`config.mk`:
```
export PLATFORM = sky130hd
export DESIGN_NAME = cla_seq_ctrl
export DESIGN_NICKNAME = d
export VERILOG_FILES = /design/src/rtl/cla_seq_ctrl.sv
export SDC_FILE = /design/constraint.sdc
export NUM_CORES = 1
export LEC_CHECK = 0
export BUFFER_PORTS_ARGS = -buffer_cell sky130_fd_sc_hd__clkbuf_2
export CAP_MARGIN = 5
export CORE_ASPECT_RATIO = 1.5
export CORE_MARGIN = 8
export CORE_UTILIZATION = 54
export CTS_BUF_LIST = sky130_fd_sc_hd__clkbuf_16
export DETAILED_ROUTE_END_ITERATION = 8
export GPL_TIMING_DRIVEN = 0
export PLACE_DENSITY_LB_ADDON = 0.3
export SLEW_MARGIN = 5
export SYNTH_ARGS = -nofsm -noshare
export SYNTH_HDL_FRONTEND = slang
export SYNTH_SLANG_ARGS = --single-unit
export TNS_END_PERCENT = 30
```
`constraint.sdc`:
```
create_clock -name clk -period 5.1 [get_ports clk]
set_input_delay 0.765 -clock clk [delete_from_list [all_inputs] [get_ports clk]]
set_output_delay 0.765 -clock clk [all_outputs]
set_load 0.02 [all_outputs]
```
`src/rtl/cla_seq_ctrl.sv`:
```
// cla_seq_ctrl: multi-cycle add/subtract controller. One CHUNK-bit
// carry-lookahead slice is reused across the WIDTH-bit operands. It handles
// one chunk per cycle, LSB first, and carries the inter-chunk carry in a flop.
module cla_seq_ctrl #(
   parameter int WIDTH = 32,
   parameter int CHUNK = 8
) (
   input  logic             clk,
   input  logic             rst_n,
   input  logic             in_valid,
   output logic             in_ready,
   input  logic [WIDTH-1:0] a,
   input  logic [WIDTH-1:0] b,
   input  logic             cin,
   input  logic             sub,
   output logic             out_valid,
   input  logic             out_ready,
   output logic [WIDTH-1:0] sum,
   output logic             cout,
   output logic             ovf,
   output logic             busy
);

   localparam int NCHUNK = WIDTH / CHUNK;
   localparam int IDXW   = (NCHUNK > 1) ? $clog2(NCHUNK) : 1;
   localparam logic [IDXW-1:0] LAST_IDX = IDXW'(NCHUNK - 1);
   localparam logic [IDXW-1:0] IDX_ONE  = IDXW'(1);

   typedef enum logic [1:0] {
      ST_IDLE = 2'd0,
      ST_RUN  = 2'd1,
      ST_DONE = 2'd2
   } state_t;

   state_t            state_q, state_d;
   logic [IDXW-1:0]   idx_q, idx_d;
   logic              carry_q, carry_d;
   logic [WIDTH-1:0]  a_q, a_d;
   logic [WIDTH-1:0]  b_q, b_d;        // already inverted for subtraction
   logic [WIDTH-1:0]  sum_q, sum_d;
   logic              cout_q, cout_d;
   logic              ovf_q, ovf_d;
   logic              out_valid_q, out_valid_d;
   logic              in_ready_q, in_ready_d;
   logic              busy_q, busy_d;

   logic [CHUNK-1:0]  a_chunk_s;
   logic [CHUNK-1:0]  b_chunk_s;
   logic [CHUNK-1:0]  p_s;
   logic [CHUNK-1:0]  g_s;
   logic [CHUNK:0]    c_s;

   // Slice: propagate/generate terms and carry chain for the current chunk.
   always_comb begin
      a_chunk_s = a_q[idx_q*CHUNK +: CHUNK];
      b_chunk_s = b_q[idx_q*CHUNK +: CHUNK];
      p_s       = a_chunk_s ^ b_chunk_s;
      g_s       = a_chunk_s & b_chunk_s;
      c_s       = '0;
      c_s[0]    = carry_q;
      for (int i = 0; i < CHUNK; i++) begin
         c_s[i+1] = g_s[i] | (p_s[i] & c_s[i]);
      end
   end

   // Controller: next state, chunk sequencing and result collection.
   always_comb begin
      state_d     = state_q;
      idx_d       = idx_q;
      carry_d     = carry_q;
      a_d         = a_q;
      b_d         = b_q;
      sum_d       = sum_q;
      cout_d      = cout_q;
      ovf_d       = ovf_q;
      out_valid_d = out_valid_q;
      case (state_q)
         ST_IDLE: begin
            if (in_valid) begin
               a_d     = a;
               b_d     = b ^ {WIDTH{sub}};
               carry_d = sub | cin;      // subtraction forces the +1
               idx_d   = '0;
               state_d = ST_RUN;
            end else begin
               state_d = ST_IDLE;
            end
         end
         ST_RUN: begin
            sum_d[idx_q*CHUNK +: CHUNK] = p_s ^ c_s[CHUNK-1:0];
            carry_d = c_s[CHUNK];
            if (idx_q == LAST_IDX) begin
               cout_d      = c_s[CHUNK];
               ovf_d       = c_s[CHUNK-1] ^ c_s[CHUNK];
               idx_d       = '0;
               out_valid_d = 1'b1;
               state_d     = ST_DONE;
            end else begin
               idx_d = idx_q + IDX_ONE;
            end
         end
         ST_DONE: begin
            if (out_ready) begin
               out_valid_d = 1'b0;
               state_d     = ST_IDLE;
            end else begin
               out_valid_d = 1'b1;
            end
         end
         default: begin
            out_valid_d = 1'b0;
            state_d     = ST_IDLE;
         end
      endcase
      in_ready_d = (state_d == ST_IDLE);
      busy_d     = (state_d != ST_IDLE);
   end

   // State and datapath registers; reset discards any operation in flight.
   always_ff @(posedge clk or negedge rst_n) begin
      if (!rst_n) begin
         state_q     <= ST_IDLE;
         idx_q       <= '0;
         carry_q     <= 1'b0;
         a_q         <= '0;
         b_q         <= '0;
         sum_q       <= '0;
         cout_q      <= 1'b0;
         ovf_q       <= 1'b0;
         out_valid_q <= 1'b0;
         in_ready_q  <= 1'b1;
         busy_q      <= 1'b0;
      end else begin
         state_q     <= state_d;
         idx_q       <= idx_d;
         carry_q     <= carry_d;
         a_q         <= a_d;
         b_q         <= b_d;
         sum_q       <= sum_d;
         cout_q      <= cout_d;
         ovf_q       <= ovf_d;
         out_valid_q <= out_valid_d;
         in_ready_q  <= in_ready_d;
         busy_q      <= busy_d;
      end
   end

   assign in_ready  = in_ready_q;
   assign out_valid = out_valid_q;
   assign busy      = busy_q;
   assign sum       = sum_q;
   assign cout      = cout_q;
   assign ovf       = ovf_q;

endmodule

```
## Word-level counts from Yosys, hierarchy flattened

Cells that the tools add are included.

- Flip-flop bits (word level): 106
- Input bits: 70

- $add $sub $neg: 2
- Equal/unequal tests: 5
- Shifts and indexed selects: 4
- Multiplexer cells: 13
- Bitwise operators: 23
- Reduce and logical (&&, ||, !) cells: 8

Operators by type and width:

| cell | count |
|---|---|
| 32-bit by 6-bit indexed part select with 8-bit output | 2 |
| 5-bit negator with 34-bit output | 1 |
| 8-bit by 34-bit variable shift with 32-bit output (first input constant) | 1 |
| 8-bit by 34-bit indexed part select with 32-bit output | 1 |
| 32-bit bitwise mux | 1 |
| 32-bit XOR | 1 |
| 8-bit XOR | 2 |
| 1-bit bitwise OR | 9 |
| 1-bit AND | 8 |
| 8-bit AND | 1 |
| 2-bit 2-to-1 mux | 4 |
| 2-bit AND reduction | 4 |
| 2-bit one-hot mux with 3 select lines | 1 |
| 2-bit == test (second input constant) | 2 |
| 2-bit logical NOT | 2 |
| 1-bit 2-to-1 mux | 4 |
| 2-bit inequality test (second input constant) | 2 |
| 2-bit one-hot mux with 2 select lines | 1 |
| 2-bit nonzero test | 2 |
| 1-bit one-hot mux with 3 select lines | 1 |
| 2-bit by 1-bit adder with 2-bit output (second input constant) | 1 |
| 2-bit by 1-bit == test with 1-bit output (second input constant) | 1 |
| 1-bit one-hot mux with 2 select lines | 1 |
| 1-bit NOT | 1 |
| 1-bit XOR | 1 |

## Logic depth before layout (Yosys ltp)

- Depth after elaboration: 19
- Depth in mapped cells: 15
- Depth with buffers taken out: 13

## Least setup slack after synthesis

OpenSTA, ideal clock, no wires.

- Path type: reg2reg
- Start point: register idx_q[1]
- End point: register sum_q[31], in the netlist sum[31]
- Library setup time: 0.128 ns
- Arrival: 4.351 ns
- Setup slack: 0.620 ns
- Cell stages (with the launch flop): 16
- Path buffers: 2
- Cells stage by stage: dfrtp_1 > clkbuf_1 > buf_2 > mux4_2 > fa_1 > inv_1 > fa_1 > fa_1 > fa_1 > fa_1 > fa_1 > fa_1 > inv_1 > fa_1 > inv_1 > o21ai_0

- Word-level cells in the longest chain between the ends: 19
- Elaborated cells on any way between the ends: 23
- Classes of those cells: add/sub (1); shift (4); mux (1); bitwise (17)

Ends and longest elaborated chain:

| element | line | RTL |
|---|---|---|
| start: declaration | 36 | `logic [IDXW-1:0] idx_q, idx_d;` |
| start signal: assignment | 135 | `idx_q <= idx_d;` |
| 32-bit by 6-bit indexed part select with 8-bit output (on tied branches) | 55, 56 |  |
| 8-bit XOR | 57 | `p_s = a_chunk_s ^ b_chunk_s;` |
| 1-bit AND | 62 | `c_s[i+1] = g_s[i] \| (p_s[i] & c_s[i]);` |
| 1-bit bitwise OR | 62 |  |
| 1-bit AND | 62 |  |
| 1-bit bitwise OR | 62 |  |
| 1-bit AND | 62 |  |
| 1-bit bitwise OR | 62 |  |
| [3 not listed] | - |  |
| 1-bit bitwise OR | 62 |  |
| 1-bit AND | 62 |  |
| 1-bit bitwise OR | 62 |  |
| 1-bit AND | 62 |  |
| 1-bit bitwise OR | 62 |  |
| 8-bit XOR | 90 | `sum_d[idx_q*CHUNK +: CHUNK] = p_s ^ c_s[CHUNK-1:0];` |
| 8-bit by 34-bit indexed part select with 32-bit output | 90 |  |
| 32-bit bitwise mux (*) | 90 |  |
| end signal: assignment | 139 | `sum_q <= sum_d;` |
| end: declaration | 40 | `logic [WIDTH-1:0] sum_q, sum_d;` |

Mark *: on every way between the ends. The rest lies on a longest branch, timed or not.
A chain may end at the register's enable or synchronous reset.

## Worst setup path after layout

Same ends and word-level chain as after synthesis.

==> results.tsv <==
metric	value	unit
number_of_synthesized_flops_with_an_enable_pin	0	
grt_overflow_total	0	
place.gp.congestion	0.803	
clock-skew-final	6.18	ps
drtAntennaViolNets	0	
grt_setup_unrepaired	false	
fin_hold_ws	475	ps
grt_pass1_wl	18.1	mm
die_h	133	um
critical_path_class	reg2reg	
filler_cell_count	725	
yosys_warnings	0	
rows	43	
critical_path.startpoint_type	flip-flop	
synth_sequential_area_ratio	53.6	%
drc	0	
maxCapViolCount	0	
grt_pass1_vias	3766	
cp_top_family	adder cells	
clk_latency	340	ps
post-dp-hpwl	8.57	mm
globalRouteTotalUtil	18.5	%
cts_htree_levels	3	
synth_fp_nets	499	
design_power_total	3.65	mW
yosys_most_used_dff	sky130_fd_sc_hd__dfrtp_1	
timing.critical_path.slowest_stage_cell	sky130_fd_sc_hd__fa_1	
clk_pin_slew_worst_paths	70	ps
total_power_density_per_cell_area	619	nW/um^2
ctsRootBufferMaster	sky130_fd_sc_hd__clkbuf_16	
layout.core_utilization	64.8	%
post_synthesis_average_cell_area	12.1	um^2
dr.first_iter.drc_count	119	
n_antenna_cell	0	
wl_cell	17.1	um
worst-path-max-fanout	10	
die_width	94.2	um
layout-drive-gt1-share	35.7	%
design.final.nets	615	
placed_cells	628	
critical_path.max_stage_delay	490	ps
via_count	3419	
synth.ff_latch_count	106	
tritoncts_clock_tree	done	
fin_cells	644	
boundaryPins	107	
maximum_vdd_ir_drop	0.000398	V
multi_input_area	2110	um^2
wire_length_reported_by_the_detailed_router	11.0	mm
timing.slew.headroom	45.4	%
hold_viol_final	0	
postCtsSetupBuffers	0	
worst_pin_slew	820	ps
cts_buffers	9	
detailedRoute.firstPassIterationCount	4	
worstPathArrival	5090	ps
finalSetupViolations	0	
viasPerCell	5.31	
initial_antenna_violation_count	0	
timing.critical_path.required	5310	ps
post_synthesis_cell_count	411	
cts-root-to-sink-buffers	2	
floorplan.initialDensity	54.5	%
worstPathCellList	clkbuf_2 -> clkbuf_4 -> mux4_2 -> fa_1 -> inv_1 -> fa_1 -> fa_1 -> fa_1 -> fa_1 -> fa_1 -> fa_1 -> inv_1 -> fa_1 -> inv_1 -> o21ai_0	
worstSetupEndpointType	flip-flop	
cellLeakagePower	2.79	nW
hold_path_class	reg2reg	
synthDistinctLibCells	32	
path_buf_inv	5	
run_status	finished, final reports clean	
fin_crit_sh	95.6	%
synthesis.area	4950	um^2
grt_start_max_net_pins	107	
clock_sink_count	106	
cp_common_cell	sky130_fd_sc_hd__fa_1	
fin_crit	4880	ps
core-area	9090	um^2
pins_over_slew_limit	0	
regArea	2650	um^2
synth_async_sr_flop_share	100	%
buffer_ports.inserted	105	
timing.fmax	205	MHz
syn2layout_area_growth	18.9	%
die_area	12600	um^2
-- final cells by class --
type                    instances  area share, %
flip-flops and latches        106           45.1
multi-input cells             261           35.9
repair buffers                105           9.07
clock buffers                   9           3.82
well taps                     112           2.38
plain buffers                  21           1.76
inverters                      23           1.47
clock inverters                 7          0.531
-- metrics by stage --
step	cell area [um^2]	TNS [ps]	worst slack, ps
final	5890	0	223
after floorplan	4950	0	620
after CTS	5890	0	132
after global routing	5890	0	25.4
after detailed placement	5630	-265	-89.2
after global placement	5620	-166	-54.1
-- routing by layer --
metal | global-route usage, % | vias up | part of all wire [%]
met5 | 0 | - | 0
li1 | - | 1621 | -
met1 | 21.6 | 1676 | 41
met3 | 4.67 | 16 | 5.5
met4 | 7.88 | 0 | 2.2
met2 | 31.1 | 106 | 52
-- report_power, final --
group          leakage, nW  internal, mW  switching, mW
logic                 1.31         0.730          0.963
registers             1.34          1.16          0.180
clock network        0.138         0.321          0.288
total                 2.79          2.22           1.43
-- tightest hold or removal path: stages, from the launching register on --
cell and delay, ps:
sky130_fd_sc_hd__dfrtp_1 340, sky130_fd_sc_hd__nand2_1 50, sky130_fd_sc_hd__o21ai_0 60
-- cells in the final DEF (no fill, tap or decap) --
cell type / n
sky130_fd_sc_hd__mux2_2: 33
sky130_fd_sc_hd__clkbuf_16: 9
sky130_fd_sc_hd__o221ai_1: 1
sky130_fd_sc_hd__clkinv_2: 1
sky130_fd_sc_hd__xor2_1: 1
sky130_fd_sc_hd__nand2b_1: 3
sky130_fd_sc_hd__inv_1: 27
sky130_fd_sc_hd__clkbuf_4: 1
sky130_fd_sc_hd__and2_1: 1
sky130_fd_sc_hd__nand2_1: 71
sky130_fd_sc_hd__mux4_2: 16
sky130_fd_sc_hd__buf_6: 1
sky130_fd_sc_hd__o211ai_1: 1
sky130_fd_sc_hd__a32o_1: 3
sky130_fd_sc_hd__a221oi_1: 1
sky130_fd_sc_hd__clkbuf_1: 8
sky130_fd_sc_hd__clkinvlp_4: 1
sky130_fd_sc_hd__or2_2: 1
sky130_fd_sc_hd__xnor2_1: 32
sky130_fd_sc_hd__ha_1: 10
sky130_fd_sc_hd__fa_1: 8
sky130_fd_sc_hd__a311oi_2: 1
sky130_fd_sc_hd__o21ai_2: 8
sky130_fd_sc_hd__clkbuf_2: 105
sky130_fd_sc_hd__nand2_2: 1
sky130_fd_sc_hd__a21oi_1: 1
sky130_fd_sc_hd__o21ai_0: 59
sky130_fd_sc_hd__clkinv_1: 1
sky130_fd_sc_hd__buf_2: 10
sky130_fd_sc_hd__mux2i_1: 1
sky130_fd_sc_hd__nand4_1: 2
sky130_fd_sc_hd__nor2_1: 2
sky130_fd_sc_hd__or3_1: 1
sky130_fd_sc_hd__and2b_1: 1
sky130_fd_sc_hd__nand4b_1: 1
sky130_fd_sc_hd__dfstp_2: 1
sky130_fd_sc_hd__or4b_1: 1
sky130_fd_sc_hd__clkbuf_8: 1
sky130_fd_sc_hd__dfrtp_1: 105
-- final timing paths --
kind / slack, ps / cells past startpoint / to / startpoint
max: 220 / 15 / sum[31] / idx_q[1]
min: 480 / 2 / sum[22] / sum[22]
max reg2reg: 220 / 15 / sum[31] / idx_q[1]
min reg2reg: 480 / 2 / sum[22] / sum[22]
max in group asynchronous: 4020 / 1 / busy / rst_n
min in group asynchronous: 500 / 1 / sum[13] / rst_n
-- sequential cells by signal (all words and copies together), names as in the netlist --
name,count
state_q,2
out_valid,1
busy,1
cout,1
idx_q,2
ovf,1
sum,32
a_q,32
b_q,32
in_ready,1
carry_q,1
-- Yosys cell counts (2+ instances only) --
master,instances,area share (%)
sky130_fd_sc_hd__dfrtp_1,105,53
sky130_fd_sc_hd__o21ai_2,8,1.4
sky130_fd_sc_hd__inv_1,23,1.7
sky130_fd_sc_hd__nand2b_1,3,0.38
sky130_fd_sc_hd__mux2_2,33,7.5
sky130_fd_sc_hd__a32o_1,3,0.61
sky130_fd_sc_hd__ha_1,10,2.5
sky130_fd_sc_hd__nand4_1,2,0.25
sky130_fd_sc_hd__clkbuf_1,9,0.68
sky130_fd_sc_hd__nand2_1,71,5.4
sky130_fd_sc_hd__nor2_1,2,0.15
sky130_fd_sc_hd__o21ai_0,59,6.0
sky130_fd_sc_hd__buf_2,11,1.1
sky130_fd_sc_hd__mux4_2,16,7.3
sky130_fd_sc_hd__xnor2_1,32,5.7
sky130_fd_sc_hd__fa_1,8,3.2
-- cells by family (layout without fill, tap and decap cells) --
family                     after synthesis  count (layout)  synth area share (%)
xor gates and xnor gates                33              33                  5.83
DFF                                    106             106                  53.6
adders and majority gates               18              18                  5.76
buffers and inverters                   44             165                  3.76
AOI/OAI and AO/OA                       75              75                  8.89
and+or+nand+nor                         85              85                  7.20
muxes                                   50              50                  15.0
-- timing repair --
| action | CTS | global route |
|---|---|---|
| gates resized for setup | 1 | 1 |
| hold buffers | 0 | 0 |
| setup endpoints to repair | 4 | 3 |
Power figures use the tool's default switching activity.
